<file path="src/rtl/alu_share_arbiter.sv">
// Round-robin arbiter sharing one external ALU between two requesters.
// Optional grant statistics counters: define ALU_SHARE_ARBITER_STATS_EN.
module alu_share_arbiter #(
    parameter int DATA_WIDTH = 32,
    parameter int OP_WIDTH   = 4
) (
    input  logic                  clk,
    input  logic                  reset,

    input  logic                  req0_valid_i,
    output logic                  req0_ready_o,
    input  logic [OP_WIDTH-1:0]   req0_op_i,
    input  logic [DATA_WIDTH-1:0] req0_a_i,
    input  logic [DATA_WIDTH-1:0] req0_b_i,

    input  logic                  req1_valid_i,
    output logic                  req1_ready_o,
    input  logic [OP_WIDTH-1:0]   req1_op_i,
    input  logic [DATA_WIDTH-1:0] req1_a_i,
    input  logic [DATA_WIDTH-1:0] req1_b_i,

    output logic [OP_WIDTH-1:0]   alu_op_o,
    output logic [DATA_WIDTH-1:0] alu_a_o,
    output logic [DATA_WIDTH-1:0] alu_b_o,
    input  logic [DATA_WIDTH-1:0] alu_result_i,
    input  logic                  alu_zero_i,
    input  logic                  alu_carry_i,

    output logic                  rsp_valid_o,
    input  logic                  rsp_ready_i,
    output logic                  rsp_id_o,
    output logic [DATA_WIDTH-1:0] rsp_result_o,
    output logic                  rsp_zero_o,
    output logic                  rsp_carry_o,

    output logic                  busy_o
`ifdef ALU_SHARE_ARBITER_STATS_EN
    ,
    output logic [15:0]           grant_cnt0_o,
    output logic [15:0]           grant_cnt1_o
`endif
);

    typedef enum logic [1:0] {
        IDLE = 2'd0,
        EXEC = 2'd1,
        RESP = 2'd2
    } state_t;

    state_t state;
    logic   last_grant;
    logic   id_q;
    logic   grant0;
    logic   grant1;
    logic   accept0;
    logic   accept1;

    // A lone requester always wins; on a tie the one not served last wins.
    // NOTE: every signal written here gets a default first so no latch is inferred.
    always_comb begin
        grant0 = 1'b0;
        grant1 = 1'b0;
        if (req0_valid_i && req1_valid_i) begin
            grant0 = last_grant;
            grant1 = ~last_grant;
        end else begin
            grant0 = req0_valid_i;
            grant1 = req1_valid_i;
        end
    end

    assign accept0 = ~reset && (state == IDLE) && grant0 && req0_valid_i;
    assign accept1 = ~reset && (state == IDLE) && grant1 && req1_valid_i;

    assign req0_ready_o = accept0;
    assign req1_ready_o = accept1;

    // NOTE: sequential state uses non-blocking assignments so all registers
    // update from the same pre-edge values.
    always_ff @(posedge clk) begin
        if (reset) begin
            state        <= IDLE;
            last_grant   <= 1'b1;
            id_q         <= 1'b0;
            alu_op_o     <= '0;
            alu_a_o      <= '0;
            alu_b_o      <= '0;
            rsp_valid_o  <= 1'b0;
            rsp_id_o     <= 1'b0;
            rsp_result_o <= '0;
            rsp_zero_o   <= 1'b0;
            rsp_carry_o  <= 1'b0;
            busy_o       <= 1'b0;
        end else begin
            case (state)
                IDLE: begin
                    if (accept0 || accept1) begin
                        alu_op_o   <= accept1 ? req1_op_i : req0_op_i;
                        alu_a_o    <= accept1 ? req1_a_i  : req0_a_i;
                        alu_b_o    <= accept1 ? req1_b_i  : req0_b_i;
                        id_q       <= accept1;
                        last_grant <= accept1;
                        busy_o     <= 1'b1;
                        state      <= EXEC;
                    end
                end
                EXEC: begin
                    rsp_result_o <= alu_result_i;
                    rsp_zero_o   <= alu_zero_i;
                    rsp_carry_o  <= alu_carry_i;
                    rsp_id_o     <= id_q;
                    rsp_valid_o  <= 1'b1;
                    state        <= RESP;
                end
                RESP: begin
                    // Operand registers keep their values; only the handshake leaves RESP.
                    if (rsp_ready_i) begin
                        rsp_valid_o <= 1'b0;
                        busy_o      <= 1'b0;
                        state       <= IDLE;
                    end
                end
                default: begin
                    rsp_valid_o <= 1'b0;
                    busy_o      <= 1'b0;
                    state       <= IDLE;
                end
            endcase
        end
    end

`ifdef ALU_SHARE_ARBITER_STATS_EN
    // Free-running 16-bit grant counters; wrap naturally at 0xFFFF.
    always_ff @(posedge clk) begin
        if (reset) begin
            grant_cnt0_o <= '0;
            grant_cnt1_o <= '0;
        end else begin
            if (accept0) grant_cnt0_o <= grant_cnt0_o + 16'd1;
            if (accept1) grant_cnt1_o <= grant_cnt1_o + 16'd1;
        end
    end
`endif

endmodule

</file>
<file path="config.mk">
export PLATFORM = sky130hd
export DESIGN_NAME = alu_share_arbiter
export DESIGN_NICKNAME = d
export VERILOG_FILES = /design/src/rtl/alu_share_arbiter.sv
export SDC_FILE = /design/constraint.sdc
export NUM_CORES = 1
export LEC_CHECK = 0
export CORE_UTILIZATION = 38
export DETAILED_ROUTE_END_ITERATION = 10
export PLACE_DENSITY = 0.81
export SLEW_MARGIN = 20
export SYNTH_ARGS = -nofsm -noshare
export SYNTH_HDL_FRONTEND = slang
export SYNTH_SLANG_ARGS = --single-unit
</file>
<file path="constraint.sdc">
create_clock -name clk -period 1.6 [get_ports clk]
set_input_delay 0.32 -clock clk [delete_from_list [all_inputs] [get_ports clk]]
set_output_delay 0.32 -clock clk [all_outputs]
set_load 0.1 [all_outputs]
</file>
== After elaboration in Yosys (flattened, before gate mapping) ==
Index checks and enable logic that the tools add are counted.

* Bits in registers: 109
* Bits of input ports: 175
* Output and inout bits: 107
* Logic and storage cells: 44

* Eq/ne operators: 4
* Multiplexer cells: 12
* Bitwise logic cells: 4
* Reduce and logical (&&, ||, !) cells: 12

{| class="wikitable"
|+ Operator list
! kind !! count
|-
| 32-bit two-way mux || 2
|-
| 1-bit logical AND || 6
|-
| 1-bit one-hot mux with 3 select lines || 2
|-
| 2-bit one-hot mux with 3 select lines || 1
|-
| 2-bit AND reduction || 3
|-
| 1-bit two-way mux || 4
|-
| 2-bit two-way mux || 2
|-
| 4-bit two-way mux || 1
|-
| 1-bit NOT || 4
|-
| 3-bit AND reduction || 1
|-
| 2-bit by 1-bit equality test with 1-bit output (second input constant) || 1
|-
| 2-bit equality test (second input constant) || 1
|-
| 2-bit logical NOT || 1
|-
| 2-bit by 1-bit inequality test with 1-bit output (second input constant) || 1
|-
| 2-bit inequality test (second input constant) || 1
|-
| 1-bit logical OR || 1
|}

== Depth between registers and ports, before layout ==
* Depth after elaboration: 7
* Mapped depth: 7
* Depth with buffers taken out: 3

== Least setup slack after synthesis ==
Ideal clock, no wire load.

* Path kind: input -> output
* From: input reset
* To: output req0_ready_o
* Arrival time: 3,280 ps
* Data required time: 1,280 ps
* Path slack: -2,000 ps
* Cell stages on the path: 5
* Buffers on the path: 3
* Cells stage by stage: buf_2 -> or3_1 -> buf_2 -> buf_2 -> nor3b_1

* Cells in the longest elaborated chain, start to end: 4

{| class="wikitable"
|+ RTL lines
! element !! RTL line !! source
|-
| start: declaration || 8 || <nowiki>input logic reset,</nowiki>
|-
| 1-bit NOT || 72 || <nowiki>assign accept0 = ~reset && (state == IDLE) && grant0 && req0_valid_i;</nowiki>
|-
| 1-bit logical AND (3 in a row) || 72 ||
|-
| end: declaration || 11 || <nowiki>output logic req0_ready_o,</nowiki>
|}

Every way passes these cells.

== Worst setup path after layout ==
* From: register state[0]
* To: output req1_ready_o

* Cells in the longest elaborated chain, start to end: 4

{| class="wikitable"
|+ RTL lines
! element !! RTL line !! source
|-
| start: declaration || 50 || <nowiki>state_t state;</nowiki>
|-
| start signal: assignment || 82 || <nowiki>state <= IDLE;</nowiki>
|-
| start signal: assignment || 104 || <nowiki>state <= EXEC;</nowiki>
|-
| start signal: assignment || 113 || <nowiki>state <= RESP;</nowiki>
|-
| 2-bit logical NOT || 73 || <nowiki>assign accept1 = ~reset && (state == IDLE) && grant1 && req1_valid_i;</nowiki>
|-
| 1-bit logical AND (3 in a row) || 73 ||
|-
| end: declaration || 17 || <nowiki>output logic req1_ready_o,</nowiki>
|}

Every way passes these cells.

==> impl_metrics.ini <==
[status]
run_status = finished, violations left
violations = negative setup slack

[grt]
grt_max_degree = 108
grt_pass1_wl_mm = 28.7
grt_usage_pct = 27.8
antenna_found_initial = 0
overflow = 0
grt_pass1_vias = 5648

[hold_path]
hold_end = rsp_id_o$_SDFFE_PP0P_
hp-class = flop to flop
min_path_cells = 2
holdCritStartpoint = id_q$_SDFFE_PP0P_

[setup_path]
regToRegStartpoint = last_grant$_SDFFE_PP1P_
worstPathArrival_ns = 1.51
reg2reg_to = alu_b_o[18]$_SDFFE_PP0P_
start_kind = flop
end_kind = output pin
reg2reg_slack_ns = -0.04
critical_path_class = flop to output pin
required_ns = 1.28
r2r_cells = 4
path_max_fanout = 3

[synthesis]
yosysTopAreaCellShare_pct = 45.0
async_flop_share_pct = 0
syn-instance-count = 582
syn_nets = 757
synthFlopType = dfxtp_1
synth_edf_count = 0
yosys.area.top_type = dfxtp_1
ys_seq_area_share_pct = 45.0
syn_area_sq_mm = 0.00485
synth_warnings = 0
avgSynthCellArea_sq_um = 8.33
synth_most_common_cell = dfxtp_1
synth_cell_types = 29
ys_ff_latch = 109
yosys-top-cells-count = dfxtp_1, a21oi_1, nand2_1, nand3_1, a311oi_1
synth_area_leaders = dfxtp_1, a21oi_1, a311oi_1

[cts]
postCtsHoldBufs = 0
cts-buffers-inserted = 9
cts_root_buffer = clkbuf_16
cts_tree = built
clock_sink_count = 109
cts_max_level = 3
clk-insertion-delay-late_ns = 0.34
clk_path_buf_depth = 2
path_clk_slew_ns = 0.07

[sta]
period_needed_ns = 1.83
tightest_slew_ns = 0.528
clock_skew_ns = 0.0108
fmax_ghz = 0.546
setup_viol = 3
fin_crit_sh_pct = 114
setup_slack_ns = -0.231
finalHoldViolCount = 0
fin_hold_ws_ns = 0.479
setup_tns_ns = -0.511
maxSlewViolCount = 0
rsz0062_at_grt = yes
slew_headroom_pct = 64.8

[power]
peakVddDrop_uv = 496
p_int_mw = 5.76
p_seq_share_pct = 33.3
p_switching_mw = 3.91
leakage_nw = 3.38
power_frac_clock_pct = 21.3
power_frac_comb_pct = 45.4
p_per_area_mw_per_mm2 = 1020
p_sw_share_pct = 40.4
power_mw = 9.67

[route]
drc = 0
ant_nets = 0
vias_per_cell = 5.73
vias = 5814
first_pass_iters = 5
wirelength_mm = 19.5
wl_per_cell_microns = 19.3
drt_iter0_markers = 498

[place]
dp_hpwl_mm = 13.1
io_buffers = 281
gp_congestion = 0.791
dp_slack_ns = -0.381

[die]
dieHeight_microns = 115
std_cell_rows = 40
die_w_microns = 115
initial_core_util_pct = 39.7
dieArea_sq_mm = 0.0132
coreArea_sq_mm = 0.0122
io_pins = 282

[finish]
final-seq-area_sq_mm = 0.00218
drive_gt1_share_pct = 22.6
n_antenna_cell = 0
areaGrowthSynthToFinish_pct = 96.2
nNetsFinal = 1016
fillers = 778
finish.utilization_pct = 77.9
multi_input_comb_area_sq_mm = 0.00236

[flow_run]
drv_cap = 0
-- cells by family (layout without fill, tap and decap cells) --
logic type / count (synthesis) / count (layout) / share of synthesized area (%)
AOI/OAI and AO/OA: 247 / 247 / 32.6
and+or+nand+nor: 152 / 152 / 14.0
DFF: 109 / 109 / 45.0
buffers and inverters: 74 / 338 / 8.36
-- power groups by stage --
stage                     Sequential (mW)  Combinational, mW  Clock (mW)
final                                3.22               4.39        2.06
after global routing                 3.25               4.55        2.20
after CTS                            3.22               4.27        2.08
after detailed placement             3.28               4.20           0
after global placement               3.26               4.14           0
after floorplan                      4.79              0.890           0
-- flip-flops by register name, summed over array words and instances (netlist names) --
signal / cells
last_grant: 1
rsp_id_o: 1
alu_op_o: 4
busy_o: 1
rsp_result_o: 32
rsp_carry_o: 1
rsp_zero_o: 1
alu_b_o: 32
state: 2
rsp_valid_o: 1
alu_a_o: 32
id_q: 1
-- cell usage in the layout (no fill, tap or decap), types with 4 or more instances in the layout --
master           synthesis  routed
a21oi_1                104     104
a311oi_1                58      49
a311oi_2                10      19
buf_12                   0     119
buf_4                    7      15
buf_6                    9       7
clkbuf_16                0      14
clkdlybuf4s50_1          0     172
dfxtp_1                109     109
nand2_1                 71      71
nand3_1                 68      68
nor2_1                   5       4
o21ai_0                 18      14
o21ai_1                 50      54
-- layer usage --
layer  vias up  track usage, %  part of all wire, %
li1       2678               -                    -
met1      2753            30.9                   37
met2       331            49.1                   50
met3        52            8.38                  9.1
met4         0            12.2                  3.5
met5         -               0                    0
-- per-stage QoR --
stage / std cells / cell area [sq um]
final: 1014 / 9510
after CTS: 1007 / 9310
after global placement: 988 / 8950
after detailed placement: 988 / 8950
after floorplan: 582 / 4890
after global routing: 1014 / 9510
-- layout make-up --
cell class / instances / share of cell area (%)
Multi-Input combinational cell: 399 / 24.8
Inverter: 1 / 0.0395
Tap cell: 168 / 2.21
Clock inverter: 6 / 0.421
Timing Repair Buffer: 321 / 47.2
Sequential cell: 109 / 22.9
Clock buffer: 10 / 2.41
-- worst max-delay path, stage by stage, from the launching register on --
cell and delay [ns]:
dfxtp_1 0.31, or3_4 0.40, buf_6 0.14, nor2_4 0.13, buf_12 0.18
-- timing repair --
item / 4_1_cts / 5_1_grt
endpoints found under the setup margin: 22 / 59
endpoints found under the hold margin: 0 / 0
buffers inserted: 1 / 2
resized for setup: 6 / 19
pin swaps: 5 / 10
gates cloned: 2 / 5
-- how the worst max path moves through the flow --
stage / to / from / depth (start not counted)
after CTS: req1_ready_o / state[0]$_SDFFE_PP0P_ / 4
final: req1_ready_o / state[0]$_SDFFE_PP0P_ / 4
after global routing: req1_ready_o / state[0]$_SDFFE_PP0P_ / 4
after global placement: alu_a_o[25]$_SDFFE_PP0P_ / req1_valid_i / 5
after detailed placement: alu_a_o[28]$_SDFFE_PP0P_ / req0_valid_i / 6
after floorplan: req0_ready_o / reset / 5
No activity file was read; power rests on OpenSTA's default activity.
